==> config.mk <==
export PLATFORM = sky130hd
export DESIGN_NAME = muldiv_unit
export DESIGN_NICKNAME = d
export VERILOG_FILES = /design/src/rtl/muldiv_unit.sv
export SDC_FILE = /design/constraint.sdc
export NUM_CORES = 2
export LEC_CHECK = 0
export BUFFER_PORTS_ARGS = -buffer_cell sky130_fd_sc_hd__buf_2
export CORE_MARGIN = 4
export CORE_UTILIZATION = 29
export CTS_BUF_LIST = sky130_fd_sc_hd__clkbuf_2
export DETAILED_ROUTE_END_ITERATION = 7
export HOLD_SLACK_MARGIN = 0.1
export PLACE_DENSITY_LB_ADDON = 0.1
export SYNTH_ARGS = -nofsm -noshare
export SYNTH_HDL_FRONTEND = slang
export SYNTH_SLANG_ARGS = --single-unit
==> constraint.sdc <==
create_clock -name clk -period 12.3 [get_ports clk]
set_input_delay 1.23 -clock clk [delete_from_list [all_inputs] [get_ports clk]]
set_output_delay 1.23 -clock clk [all_outputs]
set_load 0.05 [all_outputs]
==> src/rtl/muldiv_unit.sv <==
// Iterative RV32M multiply/divide unit for the EX stage. It accepts one
// M-extension op, requests a pipeline stall while it computes, then presents
// the result and its destination register for one cycle (done).
module muldiv_unit #(
  parameter int XLEN = 32
) (
  input  logic            clk,
  input  logic            rst,
  input  logic            start,
  input  logic [2:0]      funct3,
  input  logic [XLEN-1:0] op_a,
  input  logic [XLEN-1:0] op_b,
  input  logic [4:0]      rd_in,
  input  logic            flush,
  output logic            busy,
  output logic            stall_req,
  output logic            done,
  output logic [XLEN-1:0] result,
  output logic [4:0]      rd_out
);

  localparam int CW = $clog2(XLEN);
  localparam logic [XLEN-1:0] MIN_NEG = {1'b1, {(XLEN-1){1'b0}}};

  typedef enum logic [1:0] {S_IDLE, S_MUL, S_DIV, S_DONE} state_t;

  state_t          state, state_nxt;
  logic [2:0]      f3_q;
  logic [XLEN-1:0] a_q, b_q;
  logic [XLEN-1:0] dvs_q, quot_q, rem_q;
  logic [CW-1:0]   cnt_q;
  logic            neg_quot_q, neg_rem_q;
  logic [4:0]      rd_q;

  // Accept-time decode of the incoming op.
  logic            accept;
  logic            div_signed_in, a_neg_in, b_neg_in;
  logic            div_zero_in, div_ovf_in, div_special_in;
  logic [XLEN-1:0] special_res;

  assign accept         = (state == S_IDLE) && start && !flush;
  assign div_signed_in  = !funct3[0];
  assign a_neg_in       = div_signed_in && op_a[XLEN-1];
  assign b_neg_in       = div_signed_in && op_b[XLEN-1];
  assign div_zero_in    = (op_b == '0);
  assign div_ovf_in     = div_signed_in && (op_a == MIN_NEG) && (op_b == '1);
  assign div_special_in = funct3[2] && (div_zero_in || div_ovf_in);

  // Divide-by-zero and signed overflow resolve without iterating.
  always_comb begin
    if (div_zero_in) special_res = funct3[1] ? op_a : '1;
    else             special_res = funct3[1] ? '0 : MIN_NEG;
  end

  // Multiply: extend each operand by one bit so MULHSU can mix signedness.
  logic                   mul_a_sgn, mul_b_sgn;
  logic signed [XLEN:0]   mul_a, mul_b;
  logic signed [2*XLEN-1:0] mul_full;
  logic [XLEN-1:0]        mul_res;

  always_comb begin
    mul_a_sgn = (f3_q[1:0] != 2'b11) && a_q[XLEN-1];
    mul_b_sgn = !f3_q[1] && b_q[XLEN-1];
    mul_a     = {mul_a_sgn, a_q};
    mul_b     = {mul_b_sgn, b_q};
    mul_full  = (2*XLEN)'(mul_a) * (2*XLEN)'(mul_b);
    mul_res   = (f3_q[1:0] == 2'b00) ? mul_full[XLEN-1:0] : mul_full[2*XLEN-1:XLEN];
  end

  // Restoring divide step on magnitudes, plus sign correction of the final step.
  logic [XLEN:0]   rem_sh, diff;
  logic            q_bit, div_last;
  logic [XLEN-1:0] rem_nxt, quot_nxt, div_res;

  always_comb begin
    rem_sh   = {rem_q, quot_q[XLEN-1]};
    diff     = rem_sh - {1'b0, dvs_q};
    q_bit    = !diff[XLEN];
    rem_nxt  = q_bit ? diff[XLEN-1:0] : rem_sh[XLEN-1:0];
    quot_nxt = {quot_q[XLEN-2:0], q_bit};
    div_last = (cnt_q == CW'(XLEN-1));
    if (f3_q[1]) div_res = neg_rem_q  ? -rem_nxt  : rem_nxt;
    else         div_res = neg_quot_q ? -quot_nxt : quot_nxt;
  end

  // State register.
  always_ff @(posedge clk) begin
    if (rst) state <= S_IDLE;
    else     state <= state_nxt;
  end

  // Next-state logic; flush kills whatever is in flight.
  always_comb begin
    // NOTE: default first so every path assigns state_nxt and no latch is inferred.
    state_nxt = state;
    if (flush) begin
      state_nxt = S_IDLE;
    end else begin
      case (state)
        S_IDLE: if (start) begin
          if (!funct3[2])          state_nxt = S_MUL;
          else if (div_special_in) state_nxt = S_DONE;
          else                     state_nxt = S_DIV;
        end
        S_MUL:  state_nxt = S_DONE;
        S_DIV:  if (div_last) state_nxt = S_DONE;
        S_DONE: state_nxt = S_IDLE;
        default: state_nxt = S_IDLE;
      endcase
    end
  end

  // Operand capture, divide iteration and result/rd registers.
  always_ff @(posedge clk) begin
    // NOTE: every datapath register is cleared on reset, so nothing stale leaks out after rst.
    if (rst) begin
      f3_q       <= '0;
      a_q        <= '0;
      b_q        <= '0;
      dvs_q      <= '0;
      quot_q     <= '0;
      rem_q      <= '0;
      cnt_q      <= '0;
      neg_quot_q <= 1'b0;
      neg_rem_q  <= 1'b0;
      rd_q       <= '0;
      result     <= '0;
      rd_out     <= '0;
    end else if (accept) begin
      // NOTE: non-blocking so all registers update from pre-edge values.
      f3_q       <= funct3;
      a_q        <= op_a;
      b_q        <= op_b;
      dvs_q      <= b_neg_in ? -op_b : op_b;
      quot_q     <= a_neg_in ? -op_a : op_a;
      rem_q      <= '0;
      cnt_q      <= '0;
      neg_quot_q <= a_neg_in ^ b_neg_in;
      neg_rem_q  <= a_neg_in;
      rd_q       <= rd_in;
      if (div_special_in) begin
        result <= special_res;
        rd_out <= rd_in;
      end
    end else if (!flush) begin
      case (state)
        S_MUL: begin
          result <= mul_res;
          rd_out <= rd_q;
        end
        S_DIV: begin
          quot_q <= quot_nxt;
          rem_q  <= rem_nxt;
          cnt_q  <= cnt_q + 1'b1;
          if (div_last) begin
            result <= div_res;
            rd_out <= rd_q;
          end
        end
        default: ;
      endcase
    end
  end

  assign busy      = (state != S_IDLE);
  assign done      = (state == S_DONE);
  assign stall_req = !rst && (accept || state == S_MUL || state == S_DIV);

endmodule

After elaboration in Yosys (flattened, before gate mapping) --
Index checks and enable logic that the tools add are counted.
Storage, ports and cells: output and inout bits 40, input port bits 76, word-level logic and storage cells 92, flip-flop bits (word level) 213
Operators by class: bitwise logic cells 2, add/subtract/negate cells 6, multipliers 1, equal/unequal tests 12, multiplexer cells 28, reduce and logical (&&, ||, !) cells 30
Operators with widths (count):
- $mux W32 | 17
- $neg A32 Y32 | 4
- $eq A32 B32 Y1 const B | 2
- $mul A33 B33 Y64 | 1
- $pmux W32 S2 | 1
- $sub A33 B32 Y33 | 1
- $logic_not A32 Y1 | 1
- $mux W5 | 4
- $logic_and A1 B1 Y1 | 10
- $pmux W5 S2 | 1
- $pmux W2 S4 | 1
- $mux W2 | 3
- $ne A2 B2 Y1 const B | 3
- $reduce_and A2 Y1 | 3
- $add A5 B1 Y5 const B | 1
- $eq A5 B5 Y1 const B | 1
- $logic_not A1 Y1 | 5
- $eq A2 B2 Y1 const B | 2
- $logic_not A2 Y1 | 2
- $ne A2 B1 Y1 const B | 2
- $reduce_and A4 Y1 | 1
- $reduce_bool A2 Y1 | 2
- $reduce_or A2 Y1 | 2
- $logic_or A1 B1 Y1 | 3
- other kinds (6) | 6

Depth between registers and ports, before layout --
depth after elaboration 9, mapped depth 33, depth with buffers taken out 30

Worst setup path before layout --
Ideal clock, no wire load.
path type register -> register, from register a_q[31], to register result[31], required time 12.180 ns, setup slack 3.423 ns, clock period less this slack 8.877 ns, setup time 0.120 ns, stages on the path, launching flop included 32, arrival time 8.757 ns, buffers on the path 3, path through dfxtp_1 clkbuf_1 a21boi_0 clkbuf_1 clkbuf_1 nand2_1 fa_1 fa_1 inv_1 fa_1 inv_1 fa_1 inv_1 fa_1 fa_1 fa_1 inv_1 fa_1 inv_1 ha_1 a21oi_1 nor2b_1 o21ai_0 nand2b_1 a21o_1 a21o_1 a21o_1 a2111o_1 o22a_1 xnor2_1 a22o_1 a211o_1
On the way: longest elaborated chain between the ends 6
RTL lines:
- start, declared | line 29 | logic [XLEN-1:0] a_q, b_q;
- start signal, assigned | line 132 | a_q <= op_a;
- $logic_and A1 B1 Y1 | line 62 | mul_a_sgn = (f3_q[1:0] != 2'b11) && a_q[XLEN-1];
- $mul A33 B33 Y64 (*) | line 66 | mul_full = (2*XLEN)'(mul_a) * (2*XLEN)'(mul_b);
- $mux W32 (*) | line 67 | mul_res = (f3_q[1:0] == 2'b00) ? mul_full[XLEN-1:0] : mul_full[2*XLEN-1:XLEN];
- $pmux W32 S2 (*) | line 146 | case (state)
- $mux W32 (*) | line 145 | end else if (!flush) begin
- $mux W32 (*) | line 129 | end else if (accept) begin
- end signal, assigned | line 142 | result <= special_res;
- end signal, assigned | line 148 | result <= mul_res;
- end signal, assigned | line 156 | result <= div_res;
- end, declared | line 18 | output logic [XLEN-1:0] result,
Mark *: on every way between the ends. The rest lies on a longest branch, timed or not. The select of a mux whose other input is x is not followed. A chain may end at the register's enable or synchronous reset.

Worst setup path after layout --
Ends and elaborated chain as after synthesis.

==> flow_summary.ini <==
[layout]
final_nets = 7506
area_growth_pct = 6.86
layout-drive-gt1-share_pct = 6.22
utilization_pct = 31.2
fillers = 19261
final_cell_count_no_fill = 8463

[cts]
ctsHoldBuffers = 0
clkSinkCount = 212
clock-root-buffer = clkbuf_2
h-tree-depth = 3
clk_pin_slew_worst_paths_ns = 0.11
insertion_delay_ns = 1.11
postCtsSetupRepairBufs = 0
cts_resized = 0
cts_tree = yes
clockBufferDepth = 3
cts_buffers = 68

[worst_setup_path]
slowest_delay_ns = 0.81
start_kind = flip-flop
rrSetupSlack_ns = 2.43
reg2regPathDepth = 30
cp.arrival_ns = 10.84
crit_buf_inv = 7
critPathKind = flip-flop to flip-flop
cp_top_family = adder cells
worstReg2RegEnd = result[31]$_SDFFE_PP0P_
worstSetupEndpointType = flip-flop
crit_fanout = 34
critPathSlowestCell = fa_1
worstPathRequired_ns = 13.27
r2r_start = a_q[31]$_SDFFE_PP0P_
crit_top_cell = fa_1
crit_start = a_q[31]$_SDFFE_PP0P_

[die]
initial_utilization_pct = 29.2
die_w_um = 432
io_pins = 116
core_mm2 = 0.179
fp.dieArea_mm2 = 0.187
die_y_um = 432
rows = 155

[power]
leakage_nw = 26.0
total_power_mw = 3.03
vdd_drop_max_mv = 0.0645
power_density_mw_per_mm2 = 54.3

[place]
hpwl_um = 152000
finalWeightedCongestion = 0.866
numPlacedInstances = 8333
portBuffers = 115

[drt]
viasPerCell = 4.90
wl_per_cell_um = 22.7
final_antenna_net_count = 0
route.detailed.drc = 0
drtIter0Drc = 2908
drt_wl_total_um = 192000
drtPass1Iterations = 6
dr_total_vias = 41508

[synth]
synth_common_cells = inv_1, fa_1, nand2_1
yosysMostFrequentCell = inv_1
async_flop_share_pct = 0
seq_area_frac_synth_pct = 8.14
synth_nets = 7585
synth_top_area_share_pct = 43.2
avgSynthCellArea_um2 = 8.51
synth_cell_types = 94
synthesis.instances = 6127
synth_area_leaders = fa_1, inv_1, dfxtp_1
ys_warn_count = 0
synth_edf_count = 0
syn_area_mm2 = 0.0522
ys_ff_latch = 212
synth_top_cell_by_area = fa_1
synth_flop_cell = dfxtp_1

[timing]
slew_viol_final = 0
period_needed_ns = 9.87
fin_crit_sh_pct = 80.3
setup-violations-final = 0
hold_viol = 0
setup_tns_ns = 0
whs_ns = 0.416
fmax_mhz = 101
worstMarginPinSlew_ns = 1.12
fin_skew_ns = 0.108
maxSlewHeadroom_pct = 25.1
rsz0062_at_grt = no

[flow_run]
maxCapViolations = 0

[grt]
grt_max_degree = 71
antenna_found_initial = 12
grt_pass1_wl_um = 291000
grt_overflow = 0
grtUsageTotal_pct = 20.7
grt_pass1_vias = 43756

[run_status]
status = finished clean

[worst_hold_path]
holdPathStages = 3
holdPathEnd = rd_q[4]$_SDFFE_PP0P_
min_from = rd_in[4]
hp-class = input pin to flip-flop
power by group:
part           internal, mW  total [mW]  switching, mW
logic                 0.515        1.63           1.11
clock network         0.248       0.637          0.389
registers             0.721       0.767         0.0459
placed cells by master (no fill, tap or decap), drive strengths merged, types with 28 or more instances in the layout:
cell / n
a311oi: 49
xnor2: 114
fa: 1126
nor3: 46
buf: 215
clkbuf: 93
dfxtp: 212
nand4: 28
inv: 1157
a21o: 53
nor2: 293
nand2: 1043
a211oi: 82
a21oi: 247
a31oi: 29
xor2: 92
and2: 378
ha: 256
or3: 31
nand3: 41
o21ai: 140
worst max path at each step:
stage | slack (ns) | cells past startpoint | to
floorplan | 3.42 | 31 | result[31]$_SDFFE_PP0P_
finish | 2.43 | 30 | result[31]$_SDFFE_PP0P_
CTS | 2.34 | 30 | result[31]$_SDFFE_PP0P_
global placement | 2.60 | 30 | result[31]$_SDFFE_PP0P_
global route | 1.88 | 32 | result[31]$_SDFFE_PP0P_
detailed placement | 2.36 | 30 | result[31]$_SDFFE_PP0P_
cells by family after synthesis:
logic type               after synthesis  synth area share, %
AND/OR/NAND/NOR                     1976                 17.3
flip-flops                           212                 8.14
buffers and inverters               1519                 11.0
XOR/XNOR                             206                 3.46
adder cells (fa/ha/maj)             1382                 49.3
AO/OA/AOI/OAI                        799                 10.1
multiplexers                          33                0.657
state kept, by name (all words and copies together) (netlist names):
register,flops
a_q,32
b_q,32
quot_q,32
rem_q,32
result,32
dvs_q,31
cnt_q,5
rd_out,5
rd_q,5
f3_q,2
state,2
neg_quot_q,1
neg_rem_q,1
cell type report:
class	count	area [um2]	area share (%)
Sequential cell	212	4250	7.62
Inverter	1155	4340	7.78
Tap cell	2355	2950	5.29
Clock inverter	25	159	0.285
Antenna cell	12	30.0	0.0539
Clock buffer	93	465	0.835
Multi-Input combinational cell	4396	42200	75.8
Timing Repair Buffer	215	1330	2.39
routing by layer:
layer  vias to the layer above  part of all wire, %  routed length, um  global-route usage (%)
li1                      18710                    -                  -                       -
met1                     21675                   45              86900                    29.0
met2                       957                   48              91900                    34.8
met3                       166                  4.3               8220                    2.02
met4                         0                  2.6               4950                    4.50
met5                         -                    0                  0                       0
tightest hold or removal path: stages:
cell,delay (ns)
buf_2,0.08
mux2i_1,0.08
nor2_1,0.08
metrics by stage:
stage / setup slack, ns / instance area (um2)
global placement: 2.60 / 55100
detailed placement: 2.36 / 55100
floorplan: 3.42 / 52200
global route: 1.88 / 55700
finish: 2.43 / 55700
CTS: 2.34 / 55700
Note: power is estimated with default switching activity, not from simulation.
